File: src/rtl/call_scheduler_pkg.sv
// Shared elevator definitions: default floor count, floor index width and scheduler state encoding.
// Pure declarations; no logic, no latency, no flow control.
package call_scheduler_pkg;
    localparam int DEF_FLOORS  = 8;
    localparam int DEF_FLOOR_W = $clog2(DEF_FLOORS);

    typedef enum logic [1:0] {
        S_IDLE = 2'd0,
        S_UP   = 2'd1,
        S_DOWN = 2'd2
    } state_t;
endpackage

File: src/rtl/call_scheduler_finder.sv
// Combinational search over pending calls relative to the car: calls above/below, nearest call, next up/down stops.
// Zero latency; no flow control.
module call_finder #(
    parameter int N  = 8,
    parameter int FW = 3
) (
    input  logic [N-1:0]  i_car,
    input  logic [N-1:0]  i_up,
    input  logic [N-1:0]  i_dn,
    input  logic [FW-1:0] i_cur,
    input  logic          i_at,
    output logic          o_any_above,
    output logic          o_any_below,
    output logic          o_call_here,
    output logic          o_near_up,
    output logic [FW-1:0] o_near_floor,
    output logic          o_up_vld,
    output logic [FW-1:0] o_up_floor,
    output logic          o_dn_vld,
    output logic [FW-1:0] o_dn_floor
);
    logic [N-1:0]  w_any;
    logic [FW-1:0] w_above_f, w_below_f, w_ahu_f, w_rvu_f, w_ahd_f, w_rvd_f;
    logic          w_ahu_vld, w_rvu_vld, w_ahd_vld, w_rvd_vld;

    assign w_any       = i_car | i_up | i_dn;
    assign o_call_here = w_any[i_cur];

    // Descending scan keeps the lowest hit, ascending scan keeps the highest hit.
    always_comb begin
        o_any_above = 1'b0;
        o_any_below = 1'b0;
        w_above_f   = '0;
        w_below_f   = '0;
        w_ahu_vld   = 1'b0;
        w_ahu_f     = '0;
        w_rvu_vld   = 1'b0;
        w_rvu_f     = '0;
        w_ahd_vld   = 1'b0;
        w_ahd_f     = '0;
        w_rvd_vld   = 1'b0;
        w_rvd_f     = '0;
        for (int f = N - 1; f >= 0; f--) begin
            if (f > int'(i_cur) && w_any[f]) begin
                o_any_above = 1'b1;
                w_above_f   = FW'(f);
            end
            if ((f > int'(i_cur) || (f == int'(i_cur) && i_at)) && (i_car[f] || i_up[f])) begin
                w_ahu_vld = 1'b1;
                w_ahu_f   = FW'(f);
            end
            if (f < int'(i_cur) && i_up[f]) begin
                w_rvd_vld = 1'b1;
                w_rvd_f   = FW'(f);
            end
        end
        for (int f = 0; f < N; f++) begin
            if (f < int'(i_cur) && w_any[f]) begin
                o_any_below = 1'b1;
                w_below_f   = FW'(f);
            end
            if ((f < int'(i_cur) || (f == int'(i_cur) && i_at)) && (i_car[f] || i_dn[f])) begin
                w_ahd_vld = 1'b1;
                w_ahd_f   = FW'(f);
            end
            if (f > int'(i_cur) && i_dn[f]) begin
                w_rvu_vld = 1'b1;
                w_rvu_f   = FW'(f);
            end
        end
    end

    // Equal distance resolves upward.
    assign o_near_up    = o_any_above && (!o_any_below || ((w_above_f - i_cur) <= (i_cur - w_below_f)));
    assign o_near_floor = o_near_up ? w_above_f : w_below_f;
    assign o_up_vld     = w_ahu_vld | w_rvu_vld;
    assign o_up_floor   = w_ahu_vld ? w_ahu_f : w_rvu_f;
    assign o_dn_vld     = w_ahd_vld | w_rvd_vld;
    assign o_dn_floor   = w_ahd_vld ? w_ahd_f : w_rvd_f;
endmodule

File: src/rtl/call_scheduler.sv
// Elevator call latching and SCAN scheduler: latches car/hall calls, clears them on service, picks the next floor.
// Lamps 1 cycle after a press, target/direction 2 cycles after; no backpressure, inputs sampled every cycle.
module call_scheduler
    import call_scheduler_pkg::*;
#(
    parameter int BUTTONS_WIDTH = DEF_FLOORS,
    parameter int FLOOR_W       = $clog2(BUTTONS_WIDTH)
) (
    input  logic                     clock,
    input  logic                     an_reset,
    input  logic                     emrgncy_enable,
    input  logic [BUTTONS_WIDTH-1:0] btn_in,
    input  logic [BUTTONS_WIDTH-2:0] btn_up_out,
    input  logic [BUTTONS_WIDTH-1:1] btn_down_out,
    input  logic [FLOOR_W-1:0]       cur_floor,
    input  logic                     at_floor,
    input  logic                     serviced,
    output logic [FLOOR_W-1:0]       target_floor,
    output logic                     target_valid,
    output logic                     dir_up,
    output logic [BUTTONS_WIDTH-1:0] car_lamp,
    output logic [BUTTONS_WIDTH-2:0] up_lamp,
    output logic [BUTTONS_WIDTH-1:1] down_lamp
);
    localparam int N = BUTTONS_WIDTH;
    localparam logic [FLOOR_W:0] N_L = (FLOOR_W + 1)'(N);

    state_t             r_state;
    logic [N-1:0]       r_car;
    logic [N-2:0]       r_up;
    logic [N-1:1]       r_dn;
    logic [FLOOR_W-1:0] r_tgt;
    logic               r_vld, r_dir;

    logic [N-1:0]       w_up_full, w_dn_full, w_hot;
    logic               w_legal, w_clr_car, w_clr_up, w_clr_dn;
    logic               w_any_above, w_any_below, w_call_here, w_near_up;
    logic               w_up_vld, w_dn_vld;
    logic [FLOOR_W-1:0] w_near_floor, w_up_floor, w_dn_floor;

    assign w_up_full = {1'b0, r_up};
    assign w_dn_full = {r_dn, 1'b0};
    assign w_legal   = {1'b0, cur_floor} < N_L;
    assign w_hot     = {{(N-1){1'b0}}, 1'b1} << cur_floor;

    call_finder #(.N(N), .FW(FLOOR_W)) u_finder (
        .i_car        (r_car),
        .i_up         (w_up_full),
        .i_dn         (w_dn_full),
        .i_cur        (cur_floor),
        .i_at         (at_floor),
        .o_any_above  (w_any_above),
        .o_any_below  (w_any_below),
        .o_call_here  (w_call_here),
        .o_near_up    (w_near_up),
        .o_near_floor (w_near_floor),
        .o_up_vld     (w_up_vld),
        .o_up_floor   (w_up_floor),
        .o_dn_vld     (w_dn_vld),
        .o_dn_floor   (w_dn_floor)
    );

    // Opposite-direction hall call at this floor is only answered when nothing lies ahead.
    always_comb begin
        w_clr_car = serviced && w_legal;
        w_clr_up  = w_clr_car && (r_state == S_IDLE || !r_vld || r_state == S_UP   || !w_any_below);
        w_clr_dn  = w_clr_car && (r_state == S_IDLE || !r_vld || r_state == S_DOWN || !w_any_above);
    end

    always_ff @(posedge clock or negedge an_reset) begin
        if (!an_reset) begin
            r_car <= '0;
            r_up  <= '0;
            r_dn  <= '0;
        end else if (emrgncy_enable) begin
            r_car <= '0;
            r_up  <= '0;
            r_dn  <= '0;
        end else begin
            r_car <= (r_car | btn_in)       & ~(w_clr_car ? w_hot : '0);
            r_up  <= (r_up  | btn_up_out)   & ~(w_clr_up  ? w_hot[N-2:0] : '0);
            r_dn  <= (r_dn  | btn_down_out) & ~(w_clr_dn  ? w_hot[N-1:1] : '0);
        end
    end

    always_ff @(posedge clock or negedge an_reset) begin
        if (!an_reset) begin
            r_state <= S_IDLE;
            r_tgt   <= '0;
            r_vld   <= 1'b0;
            r_dir   <= 1'b1;
        end else if (emrgncy_enable) begin
            r_state <= S_IDLE;
            r_vld   <= 1'b0;
        end else if (w_legal) begin
            case (r_state)
                S_IDLE: begin
                    if (w_call_here) begin
                        r_tgt <= cur_floor;
                        r_vld <= 1'b1;
                    end else if (w_any_above || w_any_below) begin
                        r_tgt   <= w_near_floor;
                        r_vld   <= 1'b1;
                        r_dir   <= w_near_up;
                        r_state <= w_near_up ? S_UP : S_DOWN;
                    end else begin
                        r_vld <= 1'b0;
                    end
                end
                S_UP: begin
                    if (w_up_vld) begin
                        r_tgt <= w_up_floor;
                        r_vld <= 1'b1;
                    end else if (w_any_below) begin
                        r_tgt   <= w_dn_floor;
                        r_vld   <= 1'b1;
                        r_dir   <= 1'b0;
                        r_state <= S_DOWN;
                    end else begin
                        r_vld   <= 1'b0;
                        r_state <= S_IDLE;
                    end
                end
                S_DOWN: begin
                    if (w_dn_vld) begin
                        r_tgt <= w_dn_floor;
                        r_vld <= 1'b1;
                    end else if (w_any_above) begin
                        r_tgt   <= w_up_floor;
                        r_vld   <= 1'b1;
                        r_dir   <= 1'b1;
                        r_state <= S_UP;
                    end else begin
                        r_vld   <= 1'b0;
                        r_state <= S_IDLE;
                    end
                end
                default: begin
                    r_vld   <= 1'b0;
                    r_state <= S_IDLE;
                end
            endcase
        end
    end

    assign target_floor = r_tgt;
    assign target_valid = r_vld;
    assign dir_up       = r_dir;
    assign car_lamp     = r_car;
    assign up_lamp      = r_up;
    assign down_lamp    = r_dn;
endmodule

File: config.mk
export PLATFORM = sky130hd
export DESIGN_NAME = call_scheduler
export DESIGN_NICKNAME = d
export VERILOG_FILES = /design/src/rtl/call_scheduler_pkg.sv /design/src/rtl/call_scheduler_finder.sv /design/src/rtl/call_scheduler.sv
export SDC_FILE = /design/constraint.sdc
export NUM_CORES = 1
export LEC_CHECK = 0
export CORE_MARGIN = 4
export CORE_UTILIZATION = 57
export CTS_CLUSTER_SIZE = 25
export DETAILED_ROUTE_END_ITERATION = 8
export DONT_BUFFER_PORTS = 1
export PLACE_DENSITY = 0.68
export SLEW_MARGIN = 20
export SYNTH_ARGS = -nofsm -noshare
export SYNTH_HDL_FRONTEND = slang
export SYNTH_SLANG_ARGS = --single-unit
File: constraint.sdc
create_clock -name clock -period 4.35 [get_ports clock]
set_clock_uncertainty 0.1 [all_clocks]
set_input_delay 0.2175 -clock clock [delete_from_list [all_inputs] [get_ports clock]]
set_output_delay 0.2175 -clock clock [all_outputs]
set_load 0.01 [all_outputs]
; Word level (Yosys, flattened, before mapping)
; Cells that the tools add are included.
[classes]
n_addsub = 2
order_cmp = 16
eq_ne = 22
shifts = 1
n_mux = 128
bitwise = 14
n_reduce_logical = 99
[ops]
columns = op, count
row1 = 3-bit two-way mux, 42
row2 = 1-bit two-way mux, 62
row3 = 1-bit logical AND, 55
row4 = 1-bit logical OR, 35
row5 = 7-bit two-way mux, 4
row6 = 2-bit two-way mux, 13
row7 = 8-bit two-way mux, 2
row8 = 8-bit bitwise OR, 2
row9 = 7-bit AND, 2
row10 = 7-bit inverter, 2
row11 = 7-bit bitwise OR, 2
row12 = 3-bit == test (first input constant), 4
row13 = 3-bit greater-than comparator (first input constant), 4
row14 = 3-bit < comparator (first input constant), 3
row15 = 3-bit by 1-bit inequality test with 1-bit output (second input constant), 3
row16 = 3-bit inequality test (second input constant), 3
row17 = 3-bit case mux with 3 select lines, 1
row18 = 8-bit AND, 1
row19 = 8-bit inverter, 1
row20 = 8-bit by 7-bit bitwise OR with 8-bit output, 1
row21 = 8-bit AND reduction, 1
row22 = 1-bit by 3-bit << shifter with 8-bit output (first input constant), 1
row23 = 2-bit by 3-bit == test with 1-bit output (first input constant), 2
row24 = 2-bit by 3-bit greater-than comparator with 1-bit output (first input constant), 2
row25 = other kinds (23), 34
[totals]
ff_bits = 29
in_bits = 30
out_inout_bits = 27
wordCells = 289

; Logic depth before layout (Yosys ltp)
; Gate-level depths: netlist of the first run.
[logic_depth]
word_depth = 19
mapped_depth = 19
depth_no_buf = 16

; Hierarchy
; A second synthesis of the first run with hierarchy kept.
[hier_totals]
cells_unflattened = 365
hier_area_um2 = 3057.9
[by_module_without_submodules]
columns = mod, instances, cells_per_inst, area_per_inst_um2, seq_area_each_um2
row1 = call_finder, 1, 218, 1561.5, 0.0
row2 = call_scheduler, 1, 147, 1496.4, 726.9

; Least setup slack after synthesis of the first run
; OpenSTA, ideal clock, no wires.
[synth_path]
path_kind = reg-to-reg
start = reg r_up[1] (netlist: up_lamp[1])
end = reg r_tgt[1] (netlist: target_floor[1])
setup_ns = 0.128
t_arrival_ns = 3.690
required_time_ns = 4.122
path_slack_ns = 0.431
path_stages_with_launch = 16
n_path_buf = 0
period_less_slack_ns = 3.919
path_cell_list = dfrtp_1 -> nor3_1 -> o21ai_0 -> a222oi_1 -> a21oi_1 -> ha_1 -> fa_1 -> xor2_1 -> xnor2_1 -> ha_1 -> o21a_1 -> o21ai_0 -> o21ai_1 -> mux2_2 -> a211oi_1 -> o31ai_1
[synth_via]
elab_chain_len = 17
elab_cells_between_ends = 54
cone_classes = add/sub: 2 / order compare: 1 / eq/ne: 3 / mux: 34 / bitwise: 4 / reduce/logical: 10
[synth_rtl]
columns = item, line
row1 = start: declaration, call_scheduler.sv:30  ; logic [N-2:0] r_up;
row2 = start signal: assignment, call_scheduler.sv:81  ; r_up <= (r_up | btn_up_out) & ~(w_clr_up ? w_hot[N-2:0] : '0);
row3 = 8-bit by 7-bit bitwise OR with 8-bit output, call_scheduler_finder.sv:26  ; assign w_any = i_car | i_up | i_dn;
row4 = 8-bit bitwise OR, call_scheduler_finder.sv:26
row5 = 1-bit logical AND, call_scheduler_finder.sv:58  ; if (f < int'(i_cur) && w_any[f]) begin
row6 = 1-bit two-way mux, call_scheduler_finder.sv:58
row7 = 2-bit two-way mux (2 in series), call_scheduler_finder.sv:58
row8 = 3-bit two-way mux (3 in series), call_scheduler_finder.sv:58
row9 = 3-bit subtractor, call_scheduler_finder.sv:74  ; assign o_near_up = o_any_above && (!o_any_below || ((w_above_f - i_cur) <= (i_cur - w_below_f)));
row10 = 3-bit less-or-equal comparator, call_scheduler_finder.sv:74
row11 = 1-bit logical OR, call_scheduler_finder.sv:74
row12 = 1-bit logical AND, call_scheduler_finder.sv:74
row13 = 3-bit two-way mux, call_scheduler_finder.sv:75  ; assign o_near_floor = o_near_up ? w_above_f : w_below_f;
row14 = 3-bit two-way mux, call_scheduler.sv:101  ; end else if (w_any_above || w_any_below) begin
row15 = 3-bit two-way mux, call_scheduler.sv:98  ; if (w_call_here) begin
row16 = 3-bit case mux with 3 select lines, call_scheduler.sv:96  ; case (r_state)
row17 = end signal: assignment, call_scheduler.sv:99  ; r_tgt <= cur_floor;
row18 = end signal: assignment, call_scheduler.sv:102  ; r_tgt <= w_near_floor;
row19 = end signal: assignment, call_scheduler.sv:112  ; r_tgt <= w_up_floor;
row20 = end: declaration, call_scheduler.sv:32  ; logic [FLOOR_W-1:0] r_tgt;
; Parallel ways exist; a longest one is shown, timed or not. The select of a mux whose other input is x is not followed.
; A chain may end at the register's enable or synchronous reset.

; Worst setup path after layout of the first run
[layout_path]
start = reg r_car[1] (netlist: car_lamp[1])
end = reg r_state[0]
[layout_via]
elab_chain_len = 18
elab_cells_between_ends = 54
cone_classes = add/sub: 2 / order compare: 1 / eq/ne: 4 / mux: 32 / bitwise: 4 / reduce/logical: 11
[layout_rtl]
columns = item, line
row1 = start: declaration, call_scheduler.sv:29  ; logic [N-1:0] r_car;
row2 = start signal: assignment, call_scheduler.sv:80  ; r_car <= (r_car | btn_in) & ~(w_clr_car ? w_hot : '0);
row3 = 8-bit by 7-bit bitwise OR with 8-bit output, call_scheduler_finder.sv:26
row4 = 8-bit bitwise OR, call_scheduler_finder.sv:26
row5 = 1-bit logical AND, call_scheduler_finder.sv:58
row6 = 1-bit two-way mux, call_scheduler_finder.sv:58
row7 = 2-bit two-way mux (2 in series), call_scheduler_finder.sv:58
row8 = 3-bit two-way mux (3 in series), call_scheduler_finder.sv:58
row9 = 3-bit subtractor, call_scheduler_finder.sv:74
row10 = 3-bit less-or-equal comparator, call_scheduler_finder.sv:74
row11 = 1-bit logical OR, call_scheduler_finder.sv:74
row12 = 1-bit logical AND, call_scheduler_finder.sv:74
row13 = 2-bit two-way mux, call_scheduler.sv:105  ; r_state <= w_near_up ? S_UP : S_DOWN;
row14 = 2-bit two-way mux, call_scheduler.sv:101
row15 = 2-bit two-way mux, call_scheduler.sv:98
row16 = 2-bit case mux with 3 select lines, call_scheduler.sv:96
row17 = 2-bit two-way mux, call_scheduler.sv:92  ; end else if (emrgncy_enable) begin
row18 = end signal: assignment, call_scheduler.sv:105
row19 = end: declaration, call_scheduler.sv:28  ; state_t r_state;
; Parallel ways exist; a longest one is shown, timed or not. The select of a mux whose other input is x is not followed.

==> results.toml, run 1 <==
[sta]
worst_slack_ps = 252.4
setup_viol = 0
fmax_mhz = 244.0
grt_setup_unrepaired = "no"
period_minus_slack_ps = 4098
timing.slew.headroom_pct = 53.10
tightest_slew_ps = 701.1
timing.hold.ws_ps = 0.4344
report.final.slew_viol_count = 0
finalHoldViolations = 0
period_share_pct = 94.20
tns_ps = 0

[logic_synthesis]
async_reset_ff_share_pct = 100.0
yosysWarningCount = 0
netlist_area_sq_um = 2794
synth-simple-area-share_pct = 26.47
synth_top_cell_by_area = "dfrtp_1"
yosysTopAreaCellShare_pct = 25.08
synthAdderAreaFrac_pct = 5.464
ys_seq_area_share_pct = 26.02
ys_ff_latch = 29
synth_area_per_cell_sq_um = 7.739
synth_compound_area_share_pct = 35.24
postSynthCellCount = 361
synth_top_family_by_area = "compound AO/OA/AOI/OAI gates"
synth_fp_nets = 402
synthFlopType = "dfrtp_1"
synthMuxAreaShare_pct = 0.8061
synthDistinctLibCells = 71
yosys-top-cells-area = "dfrtp_1, nor2_1, a211oi_1"
synthXorXnorAreaFrac_pct = 1.254
synth_edf_count = 0

[die]
ios = 57
die_x_um = 78.01
fp.coreArea_sq_um = 4723
rows = 25
initial_utilization_pct = 59.15
die_h_um = 78.01
die-area_sq_um = 6086

[routing]
wl_um = 9351
wl_per_cell_um = 20.73
via_count = 3201
drt-pass1-iter-count = 5
antenna_left = 0
viasPerCell = 7.098
drc_errors = 0
drt_iter0_drc = 359

[job]
cap_viol_max_count = 0

[clocking]
clkLatencyLatePin_ps = 280
clkTransAtPathRegs_ps = 60
cts_tree = "done"
postCtsSetupBuffers = 0
cts_sinks = 29
htree_levels = 2
cts_made_buffers = 5
root_buffer = "clkbuf_8"
clk_path_buf_depth = 2

[placed_design]
post-place-ws_ps = 263.2
hpwlAfterDp_um = 7003
gp_congestion = 0.9628
io_buffers = 0

[final_layout]
syn_to_final_growth_pct = 13.79
final_cell_mix = "nor2_1, dfrtp_1, o21ai_0"
diodes = 0
final_common_cell = "nor2_1"
fin_nets = 424
final_util_pct = 67.31
drive_gt1_share_pct = 12.50
seqCellArea_sq_um = 726.9
multi_input_area_sq_um = 1934
nFillCells = 422

[grt]
grtUsageTotal_pct = 31.45
antenna_found_initial = 0
grt_pass1_wl_um = 15190
first_global_vias = 2947
grt_max_degree = 36
grt_overflow = 0

[critical_path]
arrival_ps = 4190
cp.required_ps = 4440
startpoint_type = "flop"
crit_slowest_cell = "dfrtp_1"
setup.worst_path.class = "reg2reg"
critPathMaxFanout = 6
cp.depth = 17
r2r_end = "r_state[0]$_DFFE_PN0P_"
reg2reg_depth = 17
path_cells = "nor3_1, buf_4, o21ai_0, a222oi_1, a21oi_1, ha_1, fa_1, xor2_1, xnor2_1, ha_1, o21a_1, o21ai_1, o21ai_1, buf_4, o21ai_0, or3b_1, a21oi_1"
critPathBufInv = 2
slowest_delay_ps = 470
crit_end = "r_state[0]$_DFFE_PN0P_"
rr_startpoint = "car_lamp[1]$_DFF_PN0_"
r2r_setup_slack_ps = 250
critPathCaptureType = "flop"
crit_family = "compound AO/OA/AOI/OAI gates"
crit_start = "car_lamp[1]$_DFF_PN0_"

[status]
status = "finished, final reports clean"

[worst_hold_path]
min_from = "btn_down_out[3]"
hold_class = "in2reg"

[pwr]
p_leak_nw = 1.279
total_power_mw = 1.192
power_per_cell_area_nw_per_um2 = 374.9
vdd_drop_max_mv = 0.3256
## per-stage QoR
| stage | instance area [sq um] | cells |
|---|---|---|
| 2_1_floorplan | 2794 | 361 |
| 3_3_place_gp | 2907 | 425 |
| 3_5_place_dp | 2907 | 425 |
| 4_1_cts | 3179 | 451 |
| 5_1_grt | 3179 | 451 |
| 6_report | 3179 | 451 |
## layer usage
layer  global-route usage, %  wire length [um]  vias to the layer above
met1                   43.36              3853                     1529
li1                        -                 -                     1420
met4                   12.41               323                        0
met2                   49.14              4139                      223
met5                       0                 0                        -
met3                   5.505              1035                       29
## flip-flops by register name, summed over array words and instances, names as in the netlist
register	count
target_valid	1
down_lamp	7
r_state	2
target_floor	3
car_lamp	8
dir_up	1
up_lamp	7
## how the worst min path moves through the flow
stage          cells past startpoint  slack, ps                           to
2_1_floorplan                      0       -180        car_lamp[0]$_DFF_PN0_
3_3_place_gp                       0       -180  target_floor[0]$_DFFE_PN0P_
3_5_place_dp                       0       -180  target_floor[1]$_DFFE_PN0P_
4_1_cts                            2          2       down_lamp[3]$_DFF_PN0_
5_1_grt                            2          8         up_lamp[5]$_DFF_PN0_
6_report                           2        0.4       down_lamp[3]$_DFF_PN0_
## synthesized netlist by cell type (all sizes together), types with 5 or more instances
master,count
a21oi,23
buf,6
o31ai,5
o22ai,8
inv,12
nor2,54
or3,9
nand3,5
dfrtp,28
or2,7
nor3,17
ha,9
nand2,23
nand2b,5
clkbuf,12
o21ai,30
a211oi,18
o21a,7
a31oi,6
## worst reg2reg max path: stages, from the launching register on
cell and delay, ps:
dfrtp_1 470, nor3_1 250, buf_4 190, o21ai_0 90, a222oi_1 360, a21oi_1 120
ha_1 210, fa_1 370, xor2_1 210, xnor2_1 150, ha_1 270, o21a_1 120
o21ai_1 150, o21ai_1 100, buf_4 170, o21ai_0 120, or3b_1 350, a21oi_1 190
## cells by family after synthesis
group	Yosys count
xor gates and xnor gates	4
AOI/OAI and AO/OA	139
buffers and inverters	31
adders and majority gates	11
muxes	2
and+or+nand+nor	145
DFF	29
## power by group
group	internal [mW]	switching, mW	leakage (nW)
Clock	0.111	0.103	0.0450
Combinational	0.252	0.348	0.870
Sequential	0.317	0.0612	0.364
Total	0.680	0.512	1.28
## repair_timing
action,in CTS,in global routing
setup endpoints to repair,0,1
gates resized for setup,0,1
hold buffers,18,0
hold endpoints to repair,53,0
## final cells by class
cell class / count / share of cell area [%]
Timing Repair Buffer: 33 / 9.524
Sequential cell: 29 / 22.87
Inverter: 13 / 1.535
Clock inverter: 2 / 0.3148
Tap cell: 67 / 2.637
Multi-Input combinational cell: 301 / 60.84
Clock buffer: 6 / 2.283
No activity file was read; power rests on OpenSTA's default activity.
==> inputs of run 2 (changes only) <==
--- a/config.mk
+++ b/config.mk
@@ -7,6 +7,7 @@
 export LEC_CHECK = 0
 export CORE_MARGIN = 4
 export CORE_UTILIZATION = 57
+export CTS_BUF_LIST = sky130_fd_sc_hd__clkbuf_2 sky130_fd_sc_hd__clkbuf_4 sky130_fd_sc_hd__clkbuf_8
 export CTS_CLUSTER_SIZE = 25
 export DETAILED_ROUTE_END_ITERATION = 8
 export DONT_BUFFER_PORTS = 1
==> run 2 against run 1 <==
Against the previous run: first-iteration DRC count shrank 0.56%; routed wire length fell by 0.22%; global-route usage is the same; register-to-register slack barely moved; non-clock buffer count unchanged; total power grew 0.51%; sequential power about the same; final cell count did not move; sequential cell count did not move; combinational power barely moved; critical path type unchanged; largest power group unchanged.
==> results.toml, run 2 (synthesized netlist as in run 1, its figures left out) <==
[final_layout]
diodes = 0
final_area_sq_um = 3183
largest_reg_flops = 8
drive_gt1_share_pct = 12.76
final_util_pct = 67.39
final_cell_count_no_fill = 451
final_cell_mix = "nor2_1, dfrtp_1, o21ai_0"
fin_nets = 424
syn_to_final_growth_pct = 13.93
final_common_cell = "nor2_1"

[critical_path]
critPathBufInv = 2
path_cells = "nor3_1, buf_4, o21ai_0, a222oi_1, a21oi_1, ha_1, fa_1, xor2_1, xnor2_1, ha_1, o21a_1, o21ai_1, o21ai_1, buf_4, o21ai_0, or3b_1, a21oi_1"
critPathCaptureType = "flop"
arrival_ps = 4180
critPathMaxFanout = 6
setup.worst_path.class = "reg2reg"
slowest_delay_ps = 470
crit_slowest_cell = "dfrtp_1"
startpoint_type = "flop"
crit_family = "compound AO/OA/AOI/OAI gates"
cp.required_ps = 4440

[die]
initial_utilization_pct = 59.15
die-area_sq_um = 6086
die_h_um = 78.01
ios = 57
die_x_um = 78.01
rows = 25
fp.coreArea_sq_um = 4723

[sta]
finalHoldViolations = 0
report.final.slew_viol_count = 0
timing.hold.ws_ps = 0.7185
period_share_pct = 93.90
worst_slack_ps = 265.2
period_minus_slack_ps = 4085
tightest_slew_ps = 700.5
timing.slew.headroom_pct = 53.14
grt_setup_unrepaired = "no"
setup_viol = 0
fmax_mhz = 244.8
tns_ps = 0

[routing]
wl_um = 9330
viasPerCell = 7.109
wl_per_cell_um = 20.69
antenna_left = 0
drt-pass1-iter-count = 5
via_count = 3206
drc_errors = 0
drt_iter0_drc = 357

[pwr]
vdd_drop_max_mv = 0.3246
total_power_mw = 1.198
p_leak_nw = 1.283
power_per_cell_area_nw_per_um2 = 376.3

[grt]
first_global_vias = 2947
grt_pass1_wl_um = 15190
grt_overflow = 0
antenna_found_initial = 0
grtUsageTotal_pct = 31.45
grt_max_degree = 36

[clocking]
clkLatencyLatePin_ps = 280
root_buffer = "clkbuf_8"
clk_path_buf_depth = 2
cts_tree = "done"
cts_made_buffers = 5
htree_levels = 2
cts_sinks = 29
clkTransAtPathRegs_ps = 60
postCtsSetupBuffers = 0

[placed_design]
placed_area_sq_um = 2907
io_buffers = 0
dp_cells = 425
hpwlAfterDp_um = 7003
gp_congestion = 0.9628
post-place-ws_ps = 263.2

[status]
status = "finished, final reports clean"

[worst_hold_path]
hold_class = "in2reg"

[job]
cap_viol_max_count = 0
## run 2: cell count changes in the layout (fill, tap and decap cells not counted)
cell,delta
clkbuf_1,-1
clkbuf_4,+1
## run 2: worst paths after layout
kind	endpoint	from	cells past startpoint	slack (ps)
max	r_state[0]$_DFFE_PN0P_	car_lamp[1]$_DFF_PN0_	17	270
min	down_lamp[3]$_DFF_PN0_	btn_down_out[3]	2	0.7
max reg2reg	r_state[0]$_DFFE_PN0P_	car_lamp[1]$_DFF_PN0_	17	270
min reg2reg	dir_up$_DFFE_PN1P_	dir_up$_DFFE_PN1P_	2	440
max in group asynchronous	dir_up$_DFFE_PN1P_	an_reset	2	3650
min in group asynchronous	target_floor[1]$_DFFE_PN0P_	an_reset	2	270
## run 2: report_power, final
group          internal [mW]  switching [mW]
sequential             0.317          0.0608
combinational          0.252           0.348
clock                  0.117           0.103
total                  0.686           0.512
## run 2: layout make-up
type | instances | area (sq um)
inverter | 13 | 48.80
clock buffer | 6 | 76.32
clock inverter | 2 | 10.01
fill | 422 | 1540
timing repair buffer | 33 | 302.8
tap | 67 | 83.83
multi-input combinational | 301 | 1934
sequential | 29 | 726.9
## run 2: repair_timing
| item | in CTS | in global routing |
|---|---|---|
| endpoints found under the hold margin | 53 | 0 |
| resized for setup | 0 | 1 |
| endpoints found under the setup margin | 0 | 1 |
| hold buffers | 18 | 0 |
## run 2: layer usage
metal,up-vias,routed length [um],share of wire (%),global-route usage [%]
met5,-,0,0,0
met4,0,348,3.7,12.41
met3,35,1008,11,5.505
met2,231,4126,44,49.14
met1,1519,3848,41,43.36
li1,1421,-,-,-
==> inputs of run 3 (changes only) <==
--- a/config.mk
+++ b/config.mk
@@ -12,6 +12,7 @@
 export DETAILED_ROUTE_END_ITERATION = 8
 export DONT_BUFFER_PORTS = 1
 export PLACE_DENSITY = 0.68
+export RECOVER_POWER = 50
 export SLEW_MARGIN = 20
 export SYNTH_ARGS = -nofsm -noshare
 export SYNTH_HDL_FRONTEND = slang
==> run 3 against run 2 <==
Against the previous run: the run now ends with max-capacitance violations, max-slew violations left; routed wire length about the same; largest power group unchanged; setup slack about the same; count of clock-buffer cells in the layout unchanged.
==> results.toml, run 3 (synthesized netlist as in run 1, its figures left out) <==
[final_layout]
fin_nets = 424
final_common_cell = "nor2_1"
largest_reg_flops = 8
final_util_pct = 67.05
nFillCells = 425
final_area_sq_um = 3167
final_cell_mix = "nor2_1, dfrtp_1, o21ai_0"
diodes = 0
seqCellArea_sq_um = 726.9
multi_input_area_sq_um = 1934
syn_to_final_growth_pct = 13.35
drive_gt1_share_pct = 12.50

[critical_path]
reg2reg_depth = 15
r2r_end = "r_state[0]$_DFFE_PN0P_"
rr_startpoint = "up_lamp[6]$_DFF_PN0_"
cp.required_ps = 4440
startpoint_type = "flop"
r2r_setup_slack_ps = 260
arrival_ps = 4180
crit_end = "r_state[0]$_DFFE_PN0P_"
critPathCaptureType = "flop"
critPathMaxFanout = 7
crit_start = "up_lamp[6]$_DFF_PN0_"
setup.worst_path.class = "reg2reg"

[pwr]
swShare_pct = 42.80
p_leak_nw = 1.275
power_per_cell_area_nw_per_um2 = 377.7
clkPwrFrac_pct = 18.4
vdd_drop_max_mv = 0.3247
comb_power_share_pct = 50.0
pwr-share-seq_pct = 31.6
internal_power_uw = 684.1
p_switching_uw = 511.8

[grt]
grtUsageTotal_pct = 31.45
antenna_found_initial = 0
grt_pass1_wl_um = 15190
grt_overflow = 0
grt_max_degree = 36
first_global_vias = 2947

[status]
failed_checks = "max-capacitance violations, max-slew violations"
status = "finished with violations"

[routing]
wl_um = 9336
drt_iter0_drc = 354
viasPerCell = 7.102
drt-pass1-iter-count = 5
via_count = 3203
antenna_left = 0
drc_errors = 0
wl_per_cell_um = 20.70

[die]
die_h_um = 78.01
rows = 25
initial_utilization_pct = 59.15
fp.coreArea_sq_um = 4723
die_x_um = 78.01
die-area_sq_um = 6086
ios = 57

[placed_design]
hpwlAfterDp_um = 7003
io_buffers = 0
gp_congestion = 0.9628
placed_area_sq_um = 2907

[clocking]
cts_sinks = 29
clkLatencyLatePin_ps = 280
root_buffer = "clkbuf_8"
cts_made_buffers = 5
htree_levels = 2
postCtsSetupBuffers = 0
clk_path_buf_depth = 2
cts_tree = "done"
clkTransAtPathRegs_ps = 60

[sta]
timing.slew.headroom_pct = -3.296
tns_ps = 0
finalHoldViolations = 0
report.final.slew_viol_count = 30
tightest_slew_ps = 1549
grt_setup_unrepaired = "no"
period_share_pct = 93.91
fmax_mhz = 244.8
setup_viol = 0
period_minus_slack_ps = 4085

[worst_hold_path]
hold_class = "in2reg"

[job]
cap_viol_max_count = 1
## run 3: cell types whose count changed in the layout (fill, tap and decap cells not counted)
cell      previous run  this run
buf_12               1         0
clkbuf_1             0         1
## run 3: timing repair
item	4_1_cts	5_1_grt
hold endpoints to repair	53	0
resized for setup	0	1
hold buffers	18	0
endpoints found under the setup margin	0	1
## run 3: stage by stage
stage               power [mW]  hold slack (ps)  worst slack [ps]  instances
floorplan               0.8018           -178.1             431.4        361
finish                   1.196           0.7271             264.9        451
detailed placement      0.9388           -177.6             263.2        425
global route             1.280            8.128            0.5596        451
CTS                      1.188            2.127             214.6        451
global placement        0.9328           -177.6             348.8        425
## run 3: power groups by stage
stage                     Sequential (mW)  Combinational [mW]  Clock, mW
after floorplan                     0.375               0.427          0
after global placement              0.383               0.550          0
after detailed placement            0.382               0.557          0
after CTS                           0.377               0.587      0.223
after global routing                0.384               0.661      0.235
final                               0.378               0.598      0.220
## run 3: routing by layer
metal  vias to the layer above  track usage, %  routed length (um)
met3                        33           5.505                 990
met5                         -               0                   0
met4                         0           12.41                 342
met2                       231           49.14                4135
li1                       1421               -                   -
met1                      1518           43.36                3868
## run 3: area by class of cell
cell class                 count  share of cell area [%]
inverter                      13                   1.541
timing repair buffer          33                   9.048
sequential                    29                   22.96
multi-input combinational    301                   61.08
clock buffer                   6                   2.410
clock inverter                 2                  0.3161
tap                           67                   2.647
## run 3: how the worst min path moves through the flow
stage	start	endpoint	cells past startpoint
floorplan	an_reset	car_lamp[0]$_DFF_PN0_	0
global placement	an_reset	target_floor[0]$_DFFE_PN0P_	0
detailed placement	an_reset	target_floor[1]$_DFFE_PN0P_	0
CTS	btn_down_out[3]	down_lamp[3]$_DFF_PN0_	2
global route	btn_up_out[5]	up_lamp[5]$_DFF_PN0_	2
finish	btn_down_out[3]	down_lamp[3]$_DFF_PN0_	2
## run 3: worst max-delay path, cell delays in order, from the launching register on
cell and delay [ps]:
dfrtp_1 490, or3_1 500, o211ai_1 370, nand2b_1 160, a31oi_1 130, fa_1 440, xor2_1 160, xnor2_1 130
ha_1 320, o21a_1 120, o21ai_1 150, o21ai_1 100, buf_4 170, o21ai_0 120, or3b_1 350, a21oi_1 180
